--- src/rtl/fetch_pkg.sv ---
// Shared types and defaults for the instruction-fetch sequencer.
// Optional looping behaviour is selected with FETCH_SEQ_WRAP_EN (see fetch_sequencer).
package fetch_pkg;

   typedef enum logic [1:0] {
      ST_IDLE  = 2'd0,
      ST_ISSUE = 2'd1,
      ST_RESP  = 2'd2,
      ST_DONE  = 2'd3
   } fetch_state_t;

   localparam int INSTR_W        = 32;
   localparam int DEF_ADDR_W     = 3;
   localparam int DEF_PROG_LEN   = 5;
   localparam int DEF_START_ADDR = 1;
   localparam int DEF_CNT_W      = 8;

   localparam logic [INSTR_W-1:0] NOP_WORD = 32'h0000_0000;

   function automatic logic is_busy(input fetch_state_t st);
      return (st == ST_ISSUE) || (st == ST_RESP);
   endfunction

endpackage

--- src/rtl/fetch_sequencer_if.sv ---
// Instruction-memory, decode handshake and redirect signals of the fetch sequencer.
// master = sequencer side, slave = memory/decode side.
interface fetch_sequencer_if
   import fetch_pkg::*;
#(
   parameter int ADDR_W = DEF_ADDR_W
) ();

   logic [ADDR_W-1:0]  imem_addr;
   logic [INSTR_W-1:0] imem_rdata;
   logic [INSTR_W-1:0] instr;
   logic               instr_valid;
   logic               instr_ready;
   logic               redirect_valid;
   logic [ADDR_W-1:0]  redirect_addr;

   modport master (
      output imem_addr,
      output instr,
      output instr_valid,
      input  imem_rdata,
      input  instr_ready,
      input  redirect_valid,
      input  redirect_addr
   );

   modport slave (
      input  imem_addr,
      input  instr,
      input  instr_valid,
      output imem_rdata,
      output instr_ready,
      output redirect_valid,
      output redirect_addr
   );

endinterface

--- src/rtl/fetch_pc_unit.sv ---
// Program-counter register with load/increment and address range checks
// for the fetch sequencer.
module fetch_pc_unit
   import fetch_pkg::*;
#(
   parameter int ADDR_W   = DEF_ADDR_W,
   parameter int PROG_LEN = DEF_PROG_LEN
) (
   input  logic              clk,
   input  logic              rst,
   input  logic              load,
   input  logic [ADDR_W-1:0] load_val,
   input  logic              inc,
   input  logic [ADDR_W-1:0] check_addr,
   output logic [ADDR_W-1:0] pc,
   output logic              last_addr,
   output logic              check_in_range
);

   // One extra bit so PROG_LEN == 2**ADDR_W still compares correctly.
   localparam logic [ADDR_W:0]   PROG_LEN_W = (ADDR_W+1)'(PROG_LEN);
   localparam logic [ADDR_W-1:0] LAST_PC    = ADDR_W'(PROG_LEN - 1);

   logic [ADDR_W-1:0] pc_r;

   // PC register: load has priority over increment.
   always_ff @(posedge clk or negedge rst) begin
      if (!rst) begin
         pc_r <= {ADDR_W{1'b0}};
      end else if (load) begin
         pc_r <= load_val;
      end else if (inc) begin
         pc_r <= pc_r + ADDR_W'(1'b1);
      end else begin
         pc_r <= pc_r;
      end
   end

   assign pc             = pc_r;
   assign last_addr      = (pc_r == LAST_PC);
   assign check_in_range = ({1'b0, check_addr} < PROG_LEN_W);

endmodule

--- src/rtl/fetch_sequencer.sv ---
// Instruction-fetch sequencer: owns the PC, fetches from a registered-read memory and
// hands words to decode over valid/ready. Define FETCH_SEQ_WRAP_EN to loop instead of halting.
module fetch_sequencer
   import fetch_pkg::*;
#(
   parameter int ADDR_W     = DEF_ADDR_W,
   parameter int PROG_LEN   = DEF_PROG_LEN,
   parameter int START_ADDR = DEF_START_ADDR,
   parameter int CNT_W      = DEF_CNT_W
) (
   input  logic              clk,
   input  logic              rst,
   input  logic              start,
   fetch_sequencer_if.master bus,
   output logic [ADDR_W-1:0] pc,
   output logic              busy,
   output logic              done,
   output logic [CNT_W-1:0]  retired
);

   localparam logic [ADDR_W-1:0] START_PC = ADDR_W'(START_ADDR);

   fetch_state_t      state_r;
   fetch_state_t      state_next_s;
   logic              valid_r;
   logic              valid_next_s;
   logic              busy_r;
   logic              done_r;
   logic [CNT_W-1:0]  retired_r;
   logic              retire_s;
   logic              clear_retired_s;
   logic              pc_load_s;
   logic [ADDR_W-1:0] pc_load_val_s;
   logic              pc_inc_s;
   logic [ADDR_W-1:0] pc_s;
   logic              last_addr_s;
   logic              redirect_in_range_s;

   fetch_pc_unit #(
      .ADDR_W   (ADDR_W),
      .PROG_LEN (PROG_LEN)
   ) u_pc (
      .clk            (clk),
      .rst            (rst),
      .load           (pc_load_s),
      .load_val       (pc_load_val_s),
      .inc            (pc_inc_s),
      .check_addr     (bus.redirect_addr),
      .pc             (pc_s),
      .last_addr      (last_addr_s),
      .check_in_range (redirect_in_range_s)
   );

   // Next-state, PC control and handshake decode; redirect outranks the handshake.
   always_comb begin
      state_next_s    = state_r;
      valid_next_s    = valid_r;
      pc_load_s       = 1'b0;
      pc_load_val_s   = pc_s;
      pc_inc_s        = 1'b0;
      retire_s        = 1'b0;
      clear_retired_s = 1'b0;
      case (state_r)
         ST_IDLE, ST_DONE: begin
            if (start) begin
               pc_load_s       = 1'b1;
               pc_load_val_s   = START_PC;
               clear_retired_s = 1'b1;
               state_next_s    = ST_ISSUE;
            end else begin
               state_next_s = state_r;
            end
         end
         ST_ISSUE, ST_RESP: begin
            if (bus.redirect_valid) begin
               valid_next_s = 1'b0;
               if (redirect_in_range_s) begin
                  pc_load_s     = 1'b1;
                  pc_load_val_s = bus.redirect_addr;
                  state_next_s  = ST_ISSUE;
               end else begin
`ifdef FETCH_SEQ_WRAP_EN
                  pc_load_s     = 1'b1;
                  pc_load_val_s = START_PC;
                  state_next_s  = ST_ISSUE;
`else
                  state_next_s  = ST_DONE;
`endif
               end
            end else if (state_r == ST_ISSUE) begin
               state_next_s = ST_RESP;
               valid_next_s = 1'b1;
            end else if (valid_r && bus.instr_ready) begin
               retire_s     = 1'b1;
               valid_next_s = 1'b0;
               if (last_addr_s) begin
`ifdef FETCH_SEQ_WRAP_EN
                  pc_load_s     = 1'b1;
                  pc_load_val_s = START_PC;
                  state_next_s  = ST_ISSUE;
`else
                  state_next_s  = ST_DONE;
`endif
               end else begin
                  pc_inc_s     = 1'b1;
                  state_next_s = ST_ISSUE;
               end
            end else begin
               state_next_s = ST_RESP;
            end
         end
         default: begin
            state_next_s = ST_IDLE;
            valid_next_s = 1'b0;
         end
      endcase
   end

   // State, valid and status flags; status is registered from the next state.
   always_ff @(posedge clk or negedge rst) begin
      if (!rst) begin
         state_r <= ST_IDLE;
         valid_r <= 1'b0;
         busy_r  <= 1'b0;
         done_r  <= 1'b0;
      end else begin
         state_r <= state_next_s;
         valid_r <= valid_next_s;
         busy_r  <= is_busy(state_next_s);
         done_r  <= (state_next_s == ST_DONE);
      end
   end

   // Retired-instruction counter, saturating at all-ones.
   always_ff @(posedge clk or negedge rst) begin
      if (!rst) begin
         retired_r <= {CNT_W{1'b0}};
      end else if (clear_retired_s) begin
         retired_r <= {CNT_W{1'b0}};
      end else if (retire_s && (retired_r != {CNT_W{1'b1}})) begin
         retired_r <= retired_r + CNT_W'(1'b1);
      end else begin
         retired_r <= retired_r;
      end
   end

   // The memory output register is the instruction register: the address is held
   // through RESP, so the word stays stable while decode stalls.
   assign bus.instr       = valid_r ? bus.imem_rdata : NOP_WORD;
   assign bus.instr_valid = valid_r;
   assign bus.imem_addr   = pc_s;
   assign pc              = pc_s;
   assign busy            = busy_r;
   assign done            = done_r;
   assign retired         = retired_r;

endmodule

--- src/flat_wrapper.sv ---
// flat-port wrapper written by rule: the top's interface ports become plain ports
module fetch_sequencer_flat import fetch_pkg::*;
#(
   parameter int ADDR_W     = DEF_ADDR_W,
   parameter int PROG_LEN   = DEF_PROG_LEN,
   parameter int START_ADDR = DEF_START_ADDR,
   parameter int CNT_W      = DEF_CNT_W
)
  (clk, rst, start, pc, busy, done, retired, bus_imem_addr, bus_instr, bus_instr_valid, bus_imem_rdata, bus_instr_ready, bus_redirect_valid, bus_redirect_addr);
  fetch_sequencer_if #(.ADDR_W(ADDR_W)) bus_i ();
  input  logic clk;
  input  logic rst;
  input  logic start;
  output logic [ADDR_W-1:0] pc;
  output logic busy;
  output logic done;
  output logic [CNT_W-1:0] retired;
  output wire logic [$bits(bus_i.imem_addr)-1:0] bus_imem_addr;
  output wire logic [$bits(bus_i.instr)-1:0] bus_instr;
  output wire logic [$bits(bus_i.instr_valid)-1:0] bus_instr_valid;
  input wire logic [$bits(bus_i.imem_rdata)-1:0] bus_imem_rdata;
  input wire logic [$bits(bus_i.instr_ready)-1:0] bus_instr_ready;
  input wire logic [$bits(bus_i.redirect_valid)-1:0] bus_redirect_valid;
  input wire logic [$bits(bus_i.redirect_addr)-1:0] bus_redirect_addr;
  assign bus_imem_addr = bus_i.imem_addr;
  assign bus_instr = bus_i.instr;
  assign bus_instr_valid = bus_i.instr_valid;
  assign bus_i.imem_rdata = bus_imem_rdata;
  assign bus_i.instr_ready = bus_instr_ready;
  assign bus_i.redirect_valid = bus_redirect_valid;
  assign bus_i.redirect_addr = bus_redirect_addr;
  fetch_sequencer #(.ADDR_W(ADDR_W), .PROG_LEN(PROG_LEN), .START_ADDR(START_ADDR), .CNT_W(CNT_W)) u_core (.clk(clk), .rst(rst), .start(start), .bus(bus_i), .pc(pc), .busy(busy), .done(done), .retired(retired));
endmodule
--- config.mk ---
export PLATFORM = sky130hd
export DESIGN_NAME = fetch_sequencer_flat
export DESIGN_NICKNAME = d
export VERILOG_FILES = /design/src/rtl/fetch_pkg.sv /design/src/rtl/fetch_sequencer_if.sv /design/src/rtl/fetch_pc_unit.sv /design/src/rtl/fetch_sequencer.sv /design/src/flat_wrapper.sv
export SDC_FILE = /design/constraint.sdc
export NUM_CORES = 1
export LEC_CHECK = 0
export ABC_AREA = 1
export BUFFER_PORTS_ARGS = -buffer_cell sky130_fd_sc_hd__buf_2
export CAP_MARGIN = 20
export CORE_UTILIZATION = 31
export CTS_BUF_LIST = sky130_fd_sc_hd__clkbuf_16
export CTS_CLUSTER_SIZE = 8
export DETAILED_ROUTE_END_ITERATION = 16
export GPL_ROUTABILITY_DRIVEN = 0
export HOLD_SLACK_MARGIN = 0.15
export SLEW_MARGIN = 20
export SYNTH_ARGS = -nofsm -noshare
export SYNTH_HDL_FRONTEND = slang
export SYNTH_SLANG_ARGS = --single-unit
export TNS_END_PERCENT = 50
--- constraint.sdc ---
create_clock -name clk -period 2.13 [get_ports clk]
set_input_delay 0.426 -clock clk [delete_from_list [all_inputs] [get_ports clk]]
set_output_delay 0.426 -clock clk [all_outputs]
set_load 0.1 [all_outputs]
Yosys cells after proc, flatten, opt, wreduce, memory -nomap -nowiden
Index checks and enable logic that the tools add are counted.
{"block": "totals", "output_inout_bits": 49, "input_bits": 40, "register_bits": 16, "word_cells": 64}
{"block": "classes", "eq_ne": 11, "muxes": 33, "reduce_logical": 11, "order_cmp": 1, "add_sub_neg": 2}
{"operator": "32-bit 2-to-1 mux", "n": 1}
{"operator": "1-bit 2-to-1 mux", "n": 16}
{"operator": "8-bit 2-to-1 mux", "n": 2}
{"operator": "3-bit 2-to-1 mux", "n": 5}
{"operator": "2-bit 2-to-1 mux", "n": 6}
{"operator": "3-bit inequality test (second input constant)", "n": 3}
{"operator": "8-bit by 1-bit adder with 8-bit output (second input constant)", "n": 1}
{"operator": "2-bit == test (second input constant)", "n": 4}
{"operator": "8-bit inequality test (second input constant)", "n": 1}
{"operator": "3-bit one-hot mux with 2 select lines", "n": 1}
{"operator": "2-bit by 1-bit == test with 1-bit output (second input constant)", "n": 2}
{"operator": "2-bit one-hot mux with 2 select lines", "n": 1}
{"operator": "4-bit AND reduction", "n": 1}
{"operator": "2-bit nonzero test", "n": 2}
{"operator": "2-bit OR reduction", "n": 2}
{"operator": "3-bit by 1-bit adder with 3-bit output (second input constant)", "n": 1}
{"operator": "3-bit == test (second input constant)", "n": 1}
{"operator": "3-bit < comparator (second input constant)", "n": 1}
{"operator": "3-bit nonzero test", "n": 1}
{"operator": "1-bit logical AND", "n": 2}
{"operator": "2-bit zero test", "n": 1}
{"operator": "1-bit one-hot mux with 2 select lines", "n": 1}
{"operator": "2-bit AND reduction", "n": 1}
{"operator": "1-bit logical OR", "n": 1}

Depth between registers and ports, before layout
Gate-level depths: netlist of the first run.
{"block": "depth", "depth_word": 8, "ltp_mapped": 10, "ltp_nobuf": 10}

By module
From an unflattened synthesis of the first run, not the netlist that was laid out.
{"block": "hier_totals", "hier_cells": 219, "hier_area_um2": 1333.8}
{"mod": "fetch_sequencer", "cells_per_inst": 187, "area_per_inst_um2": 1123.6, "instances": 1}
{"mod": "fetch_pc_unit", "cells_per_inst": 32, "area_per_inst_um2": 210.2, "instances": 1}

Worst setup path after synthesis of the first run
Ideal clock, no wire load.
{"block": "synth_timing", "path_type": "register to output", "start": "register u_core.valid_r, in the netlist u_core.bus.instr_valid", "end": "output port bus_instr[10]", "setup_slack_ns": -0.413, "arrival_time_ns": 2.117, "stages_incl_launch_ff": 5, "path_buffers": 2, "required_time_ns": 1.704, "cell_sequence": "dfrtp_1 > buf_4 > clkbuf_1 > nand2_1 > inv_1"}
{"block": "synth_between", "elab_chain_cells": 1}
{"item": "start, declared", "line": "fetch_sequencer.sv:25", "text": "logic valid_r;"}
{"item": "start signal, assigned", "line": "fetch_sequencer.sv:128", "text": "valid_r <= valid_next_s;"}
{"item": "32-bit 2-to-1 mux", "line": "fetch_sequencer.sv:149", "text": "assign bus.instr = valid_r ? bus.imem_rdata : NOP_WORD;"}
{"item": "end, declared", "line": "flat_wrapper.sv:19", "text": "output wire logic [$bits(bus_i.instr)-1:0] bus_instr;"}
Every way passes these cells.

Worst setup path in the final report of the first run
Ends and elaborated chain as after synthesis.

==> results of run 1 <==
## worst max path at each step
stage                               end                    from  slack, ns
after floorplan           bus_instr[25]  u_core.bus.instr_valid      -0.13
after global placement    bus_instr[17]  u_core.bus.instr_valid       0.32
after detailed placement  bus_instr[10]  u_core.bus.instr_valid       0.32
after CTS                 bus_instr[10]  u_core.bus.instr_valid       0.05
after global routing      bus_instr[10]  u_core.bus.instr_valid       0.08
final                     bus_instr[10]  u_core.bus.instr_valid       0.19
## kinds of logic (layout without fill, tap and decap cells)
kind of cell / after synthesis / count (layout)
buf+inv: 61 / 148
simple gates: 122 / 122
compound gates: 5 / 5
flops: 16 / 16
xor+xnor: 3 / 3
fa+ha+maj: 5 / 5
## layout make-up
type / instances / area (µm²) / area share
inverter: 54 / 265 / 0.139
tap: 50 / 62.6 / 0.0329
multi-input combinational: 135 / 636 / 0.334
sequential: 16 / 404 / 0.212
clock inverter: 1 / 3.75 / 0.00197
timing repair buffer: 90 / 458 / 0.240
clock buffer: 3 / 75.1 / 0.0394
## through the flow
| step | TNS, ns | cell area, µm² |
|---|---|---|
| after floorplan | -1.75 | 1340 |
| after global placement | 0 | 1810 |
| after detailed placement | 0 | 1810 |
| after CTS | 0 | 1900 |
| after global routing | 0 | 1900 |
| final | 0 | 1900 |
## routing by layer
layer	up-vias	GRT usage	share of wire
li1	791	-	-
met4	0	0.0319	0.0045
met1	615	0.178	0.45
met2	48	0.236	0.47
met5	-	0	0
met3	2	0.0448	0.078
## what timing repair did
item | in CTS | in global routing
hold buffers | 1 | 0
setup endpoints to repair | 0 | 16
gates resized for setup | 0 | 1
setup buffers | 0 | 0
endpoints found under the hold margin | 16 | 0
## worst reg2reg max path, cell delays in order (launching register included)
cell and delay [ns]:
sky130_fd_sc_hd__dfrtp_4 0.61, sky130_fd_sc_hd__buf_4 0.19, sky130_fd_sc_hd__nand2_2 0.06, sky130_fd_sc_hd__nor2_2 0.12
sky130_fd_sc_hd__nand3_1 0.08, sky130_fd_sc_hd__nand2_1 0.06, sky130_fd_sc_hd__o21ai_0 0.11, sky130_fd_sc_hd__ha_1 0.28
## placed cells by master, fill, tap and decap left out, types with 5 or more instances in the layout
cell type,n
sky130_fd_sc_hd__nor2_1,9
sky130_fd_sc_hd__buf_2,88
sky130_fd_sc_hd__inv_1,35
sky130_fd_sc_hd__nand2_1,87
sky130_fd_sc_hd__ha_1,5
sky130_fd_sc_hd__clkinvlp_4,16
sky130_fd_sc_hd__nand3_1,12
sky130_fd_sc_hd__nand4_1,6
sky130_fd_sc_hd__dfrtp_1,15
## state kept, by name, summed over array words and instances (netlist names)
name                    flops
u_core.bus.instr_valid      1
u_core.busy                 1
u_core.done                 1
u_core.retired              8
u_core.state_r              2
u_core.u_pc.pc              3
==> results.md, run 1 <==
- Detailed Place HPWL: 2.52 mm
- Initial standard-cell utilization of the core: 0.321
- End point of the worst hold path: u_core.state_r[0]
- Cell types with the largest area share after synthesis: sky130_fd_sc_hd__dfrtp_1, sky130_fd_sc_hd__nand2_1, sky130_fd_sc_hd__inv_1
- Iter 0 DRT Violations: 32
- Post-synthesis net count: 257
- H-tree depth reported by CTS: 1
- Cell with the most instances after synthesis: sky130_fd_sc_hd__nand2_1
- Register clock-pin slew on the reported worst setup and hold paths: 0.05 ns
- Xor-xnor portion of the synthesized cell area: 0.0205
- Achievable clock frequency: 0.516 GHz
- Shortest period the worst path allows: 1.94 ns
- Worst min path class: reg -> reg
- Netlist Area Pre-Place: 0.00128 mm²
- Final routed wirelength across all metal layers: 3.08 mm
- DP Worst Slack: 0.319 ns
- First-pass DRT Iterations: 4
- Area added between synthesis and finish: 48.5%
- Synthesized-area fraction occupied by adder cells: 0.0488
- Number of enable flip-flop cells after synthesis: 0
- Worst slew pin tran: 0.492 ns
- Via density per instance: 4.17
- Row Count: 23
- Post-layout util: 0.476
- Count of filler cells inserted in the layout: 415
- Commonest cells post-synth: sky130_fd_sc_hd__nand2_1, sky130_fd_sc_hd__inv_1, sky130_fd_sc_hd__dfrtp_1
- Clock buffers created by TritonCTS: 3
- Initial antenna violation count: 0
- Worst stage delay on the critical path: 0.61 ns
- Fraction of registers with async set or reset after synthesis: 1.00
- Data arrival time at the worst-slack endpoint: 1.51 ns
- Cell chain of the critical path: nand2_1 -> clkinvlp_4 -> buf_2
- Post-synth cell types: 20
- Worst path required time: 1.70 ns
- Nets: 345
- Cell family with most CP delay: flip-flops
- Top-level I/O count: 89
- Avg Inst Size Synth: 6.05 µm²
- Via count: 1456
- Port Buffer Count: 88
- Bufs and invs on worst path: 2
- Setup repair after global routing missed its margin: false
- Number of instances in the synthesized netlist: 212
- Routed len/inst: 8.84 µm
- Y dimension of the die: 66.3 µm
- Clk sink count: 16
- CP endpoint kind: output port
- Basic-gate share of the synthesized area counting and, or, nand and nor cells: 0.406
- Proportion of synthesized area in mux cells: 0
- Area inside the core boundary: 0.00400 mm²
- Path depth of the worst reg2reg path: 7
- Post-layout worst setup margin: 0.193 ns
- Residual DRC count: 0
- Post-route non-filler standard cell count: 349
- Max-cap viol count: 0
- Register bit count reported by yosys: 16
- Maximum fanout along the worst path: 34
- Worst-Skew Late Latency: 0.24 ns
- Sequential element share of the synthesized area: 0.312
- Portion of the clock cycle consumed by the worst path in the final layout: 0.910
- Hold path cells: 2
- Startpoint of the lowest-slack register-to-register path: u_core.bus.instr_valid
- Fraction of layout instances using a drive strength above 1: 0.398
- Instance count after placement with tap cells included: 344
- Pin count of the biggest net entering global routing: 35
- Critical path start-end classification: reg -> out
- Tightest hold margin: 0.549 ns
- Category of the worst setup path launch point: flop
- Buffer cell driving the clock tree root: sky130_fd_sc_hd__clkbuf_16
- CTS tree: built
- Number of max-slew violations in the final report: 0
- Die width: 66.3 µm
- Count of endpoints failing hold in the final timing report: 0
- Deepest clock path buffer count: 2
- Worst Min Path Start: u_core.state_r[0]
- Fraction of synthesized cell area taken by the top area cell type: 0.312
- Cell accounting for the most synthesized area: sky130_fd_sc_hd__dfrtp_1
- Combinational family with the most area after synthesis: simple AND/OR/NAND/NOR gates
- First-pass GRT wire length: 4.87 mm
- Post-detailed-route count of antenna-violating nets: 0
- Final worst clock skew: 0.00136 ns
- Compound-gate portion of the synthesized area: 0.0205
- Cell depth of the worst setup path: 3
- Antenna Cells: 0
- Total setup violations reported at the end of the flow: 0
- Via count of the first global-routing pass: 1171
- Total GRT Usage: 0.142
- Count of yosys warnings during synthesis: 0
- R2r endpoint: u_core.busy
- Register-to-register setup slack: 0.50 ns
- Rel. slew slack: 0.674
- Result of the run: finished, final reports clean
- Overflow left after global routing: 0
- Slowest library cell on the worst path: sky130_fd_sc_hd__dfrtp_4
- Dominant register cell in the synthesized netlist: sky130_fd_sc_hd__dfrtp_1
- Die area: 0.00440 mm²
Power of run 1 is left out: the tool's default activity adds up to more than one toggle a clock period on the data nets, which glitch-free logic cannot reach.
==> run 2: changes to the inputs <==
--- a/config.mk
+++ b/config.mk
@@ -8,12 +8,16 @@
 export ABC_AREA = 1
 export BUFFER_PORTS_ARGS = -buffer_cell sky130_fd_sc_hd__buf_2
 export CAP_MARGIN = 20
-export CORE_UTILIZATION = 31
+export CELL_PAD_IN_SITES_DETAIL_PLACEMENT = 1
+export CELL_PAD_IN_SITES_GLOBAL_PLACEMENT = 1
+export CORE_UTILIZATION = 26
 export CTS_BUF_LIST = sky130_fd_sc_hd__clkbuf_16
 export CTS_CLUSTER_SIZE = 8
 export DETAILED_ROUTE_END_ITERATION = 16
 export GPL_ROUTABILITY_DRIVEN = 0
 export HOLD_SLACK_MARGIN = 0.15
+export PLACE_DENSITY_LB_ADDON = 0.1
+export SETUP_SLACK_MARGIN = 0.5
 export SLEW_MARGIN = 20
 export SYNTH_ARGS = -nofsm -noshare
 export SYNTH_HDL_FRONTEND = slang
==> results.md, run 2 (synthesized netlist as in run 1, its figures left out) <==
- Deepest clock path buffer count: 2 (unchanged)
- Via count: 1584 (was 1456)
- Iter 0 DRT Violations: 42 (was 32)
- Via count of the first global-routing pass: 1535 (was 1171)
- Worst-Skew Late Latency: 0.25 ns (was 0.24 ns)
- Uppermost layer routed: met4 (unchanged)
- Post-route setup TNS: 0 ns (unchanged)
- Critical path start-end classification: reg -> out (unchanged)
- Power per Cell Area: 1580 mW/mm²
- Commonest cells after routing, fill and taps aside: sky130_fd_sc_hd__nand2_1, sky130_fd_sc_hd__buf_2, sky130_fd_sc_hd__clkinvlp_4, sky130_fd_sc_hd__nand2_2, sky130_fd_sc_hd__inv_1 (was sky130_fd_sc_hd__buf_2, sky130_fd_sc_hd__nand2_1, sky130_fd_sc_hd__inv_1, sky130_fd_sc_hd__clkinvlp_4, sky130_fd_sc_hd__dfrtp_1)
- Detailed Place HPWL: 3.15 mm (was 2.52 mm)
- Overflow left after global routing: 0 (unchanged)
- H-tree depth reported by CTS: 1 (unchanged)
- Count of endpoints failing hold in the final timing report: 0 (unchanged)
- Total power draw: 3.95 mW
- Portion of the clock cycle consumed by the worst path in the final layout: 0.815 (was 0.910)
- Port Buffer Count: 88 (unchanged)
- Register-to-register setup slack: 0.54 ns (was 0.50 ns)
- Top-level I/O count: 89 (unchanged)
- Final routed wirelength across all metal layers: 4.42 mm (was 3.08 mm)
- Shortest period the worst path allows: 1.74 ns (was 1.94 ns)
- Rel. slew slack: 0.677 (was 0.674)
- Worst slew pin tran: 0.487 ns (was 0.492 ns)
- Via density per instance: 4.30 (was 4.17)
- Clock buffers created by TritonCTS: 3 (unchanged)
- Most common cell after layout, fill and taps aside: sky130_fd_sc_hd__nand2_1 (was sky130_fd_sc_hd__buf_2)
- CTS tree: built (unchanged)
- Worst path required time: 1.70 ns (about the same)
- Total GRT Usage: 0.176 (was 0.142)
- Initial standard-cell utilization of the core: 0.272 (was 0.321)
- First-pass DRT Iterations: 4 (unchanged)
- Max-cap viol count: 0 (unchanged)
- Clk sink count: 16 (unchanged)
- Wire length on met2: 2.52 mm (was 1.45 mm)
- Number of max-slew violations in the final report: 0 (unchanged)
- Total setup violations reported at the end of the flow: 0 (unchanged)
- Buffer cell driving the clock tree root: sky130_fd_sc_hd__clkbuf_16 (unchanged)
- Maximum fanout along the worst path: 18 (was 34)
- Routed len/inst: 12.0 µm (was 8.84 µm)
- Area inside the core boundary: 0.00472 mm² (was 0.00400 mm²)
- Met3 WL post-DR: 137 µm (was 242 µm)
- Area added between synthesis and finish: 94.2% (was 48.5%)
- Row Count: 25 (was 23)
- Post-detailed-route count of antenna-violating nets: 0 (unchanged)
- Count of filler cells inserted in the layout: 611 (was 415)
- Setup repair after global routing missed its margin: true (was false)
- Category of the worst setup path launch point: flop (unchanged)
- Final worst clock skew: 0.00614 ns (was 0.00136 ns)
- Fraction of layout instances using a drive strength above 1: 0.568 (was 0.398)
- CP endpoint kind: output port (unchanged)
- Pin count of the biggest net entering global routing: 19 (was 35)
- VDD IR max: 737 µV
- Flip-flop count of the largest register, all copies and words added: 8 (unchanged)
- Result of the run: finished, final reports clean (unchanged)
- Initial antenna violation count: 0 (unchanged)
- First-pass GRT wire length: 7.24 mm (was 4.87 mm)
- Nets: 347 (was 345)
- Achievable clock frequency: 0.576 GHz (was 0.516 GHz)
- Die width: 72.2 µm (was 66.3 µm)
- Die area: 0.00522 mm² (was 0.00440 mm²)
- Residual DRC count: 0 (unchanged)
- Register clock-pin slew on the reported worst setup and hold paths: 0.05 ns (about the same)
- Worst min path class: reg -> reg (unchanged)
- Antenna Cells: 0 (unchanged)
- Leakage power total: 1.21 nW
- Metal1 wirelength: 1.70 mm (was 1.38 mm)
- Data arrival time at the worst-slack endpoint: 1.31 ns (was 1.51 ns)
- Y dimension of the die: 72.2 µm (was 66.3 µm)
## run 2: through the flow
| stage | hold WS [ns] | instances | util | instance area, µm² | setup slack (ns) |
|---|---|---|---|---|---|
| 3_5_place_dp | 0.369 | 360 | 0.438 | 2070 | 0.292 |
| 6_report | 0.530 | 368 | 0.527 | 2490 | 0.394 |
| 4_1_cts | 0.537 | 368 | 0.517 | 2440 | 0.409 |
| 3_3_place_gp | 0.363 | 360 | 0.438 | 2070 | 0.300 |
| 5_1_grt | 0.564 | 368 | 0.527 | 2490 | 0.366 |
| 2_1_floorplan | 0.130 | 212 | - | 1510 | 0.269 |
## run 2: path summary, 6_finish.rpt
path,start,to,cells after the start
max in group asynchronous,rst,u_core.bus.instr_valid,2
min,u_core.retired[1],u_core.retired[1],2
max reg2reg,u_core.state_r[0],u_core.busy,7
max,u_core.bus.instr_valid,bus_instr[10],4
min reg2reg,u_core.retired[1],u_core.retired[1],2
min in group asynchronous,rst,u_core.retired[0],2
## run 2: routing by layer
layer | global-route usage | up-vias
met5 | 0 | -
met4 | 0.0523 | 0
met3 | 0.0111 | 9
met2 | 0.333 | 41
met1 | 0.212 | 743
li1 | - | 791
## run 2: area by class of cell
cell class | count | area [µm²] | share of cell area
Inverter | 54 | 318 | 0.128
Clock inverter | 1 | 3.75 | 0.00151
Sequential cell | 16 | 409 | 0.164
Tap cell | 67 | 83.8 | 0.0337
Timing Repair Buffer | 92 | 848 | 0.341
Clock buffer | 3 | 75.1 | 0.0301
Multi-Input combinational cell | 135 | 753 | 0.302
## run 2: worst max-delay path: stages, from the launching register on
cell	delay [ns]
sky130_fd_sc_hd__dfrtp_4	0.52
sky130_fd_sc_hd__buf_12	0.18
sky130_fd_sc_hd__nand2_2	0.09
sky130_fd_sc_hd__clkinvlp_4	0.09
sky130_fd_sc_hd__buf_6	0.18
## run 2: where the power goes
| part | internal, mW | total, mW | switching, mW | leakage, nW |
|---|---|---|---|---|
| sequential | 0.400 | 0.484 | 0.0835 | 0.201 |
| combinational | 0.794 | 3.09 | 2.30 | 0.970 |
| clock | 0.249 | 0.369 | 0.119 | 0.0385 |
## run 2: timing repair
| action | 4_1_cts | 5_1_grt |
|---|---|---|
| setup endpoints to repair | 36 | 49 |
| gates resized for setup | 67 | 10 |
| endpoints found under the hold margin | 16 | 0 |
| pin swaps | 0 | 0 |
| buffers inserted | 3 | 0 |
| hold buffers | 1 | 0 |
Note: power is estimated with default switching activity, not from simulation.
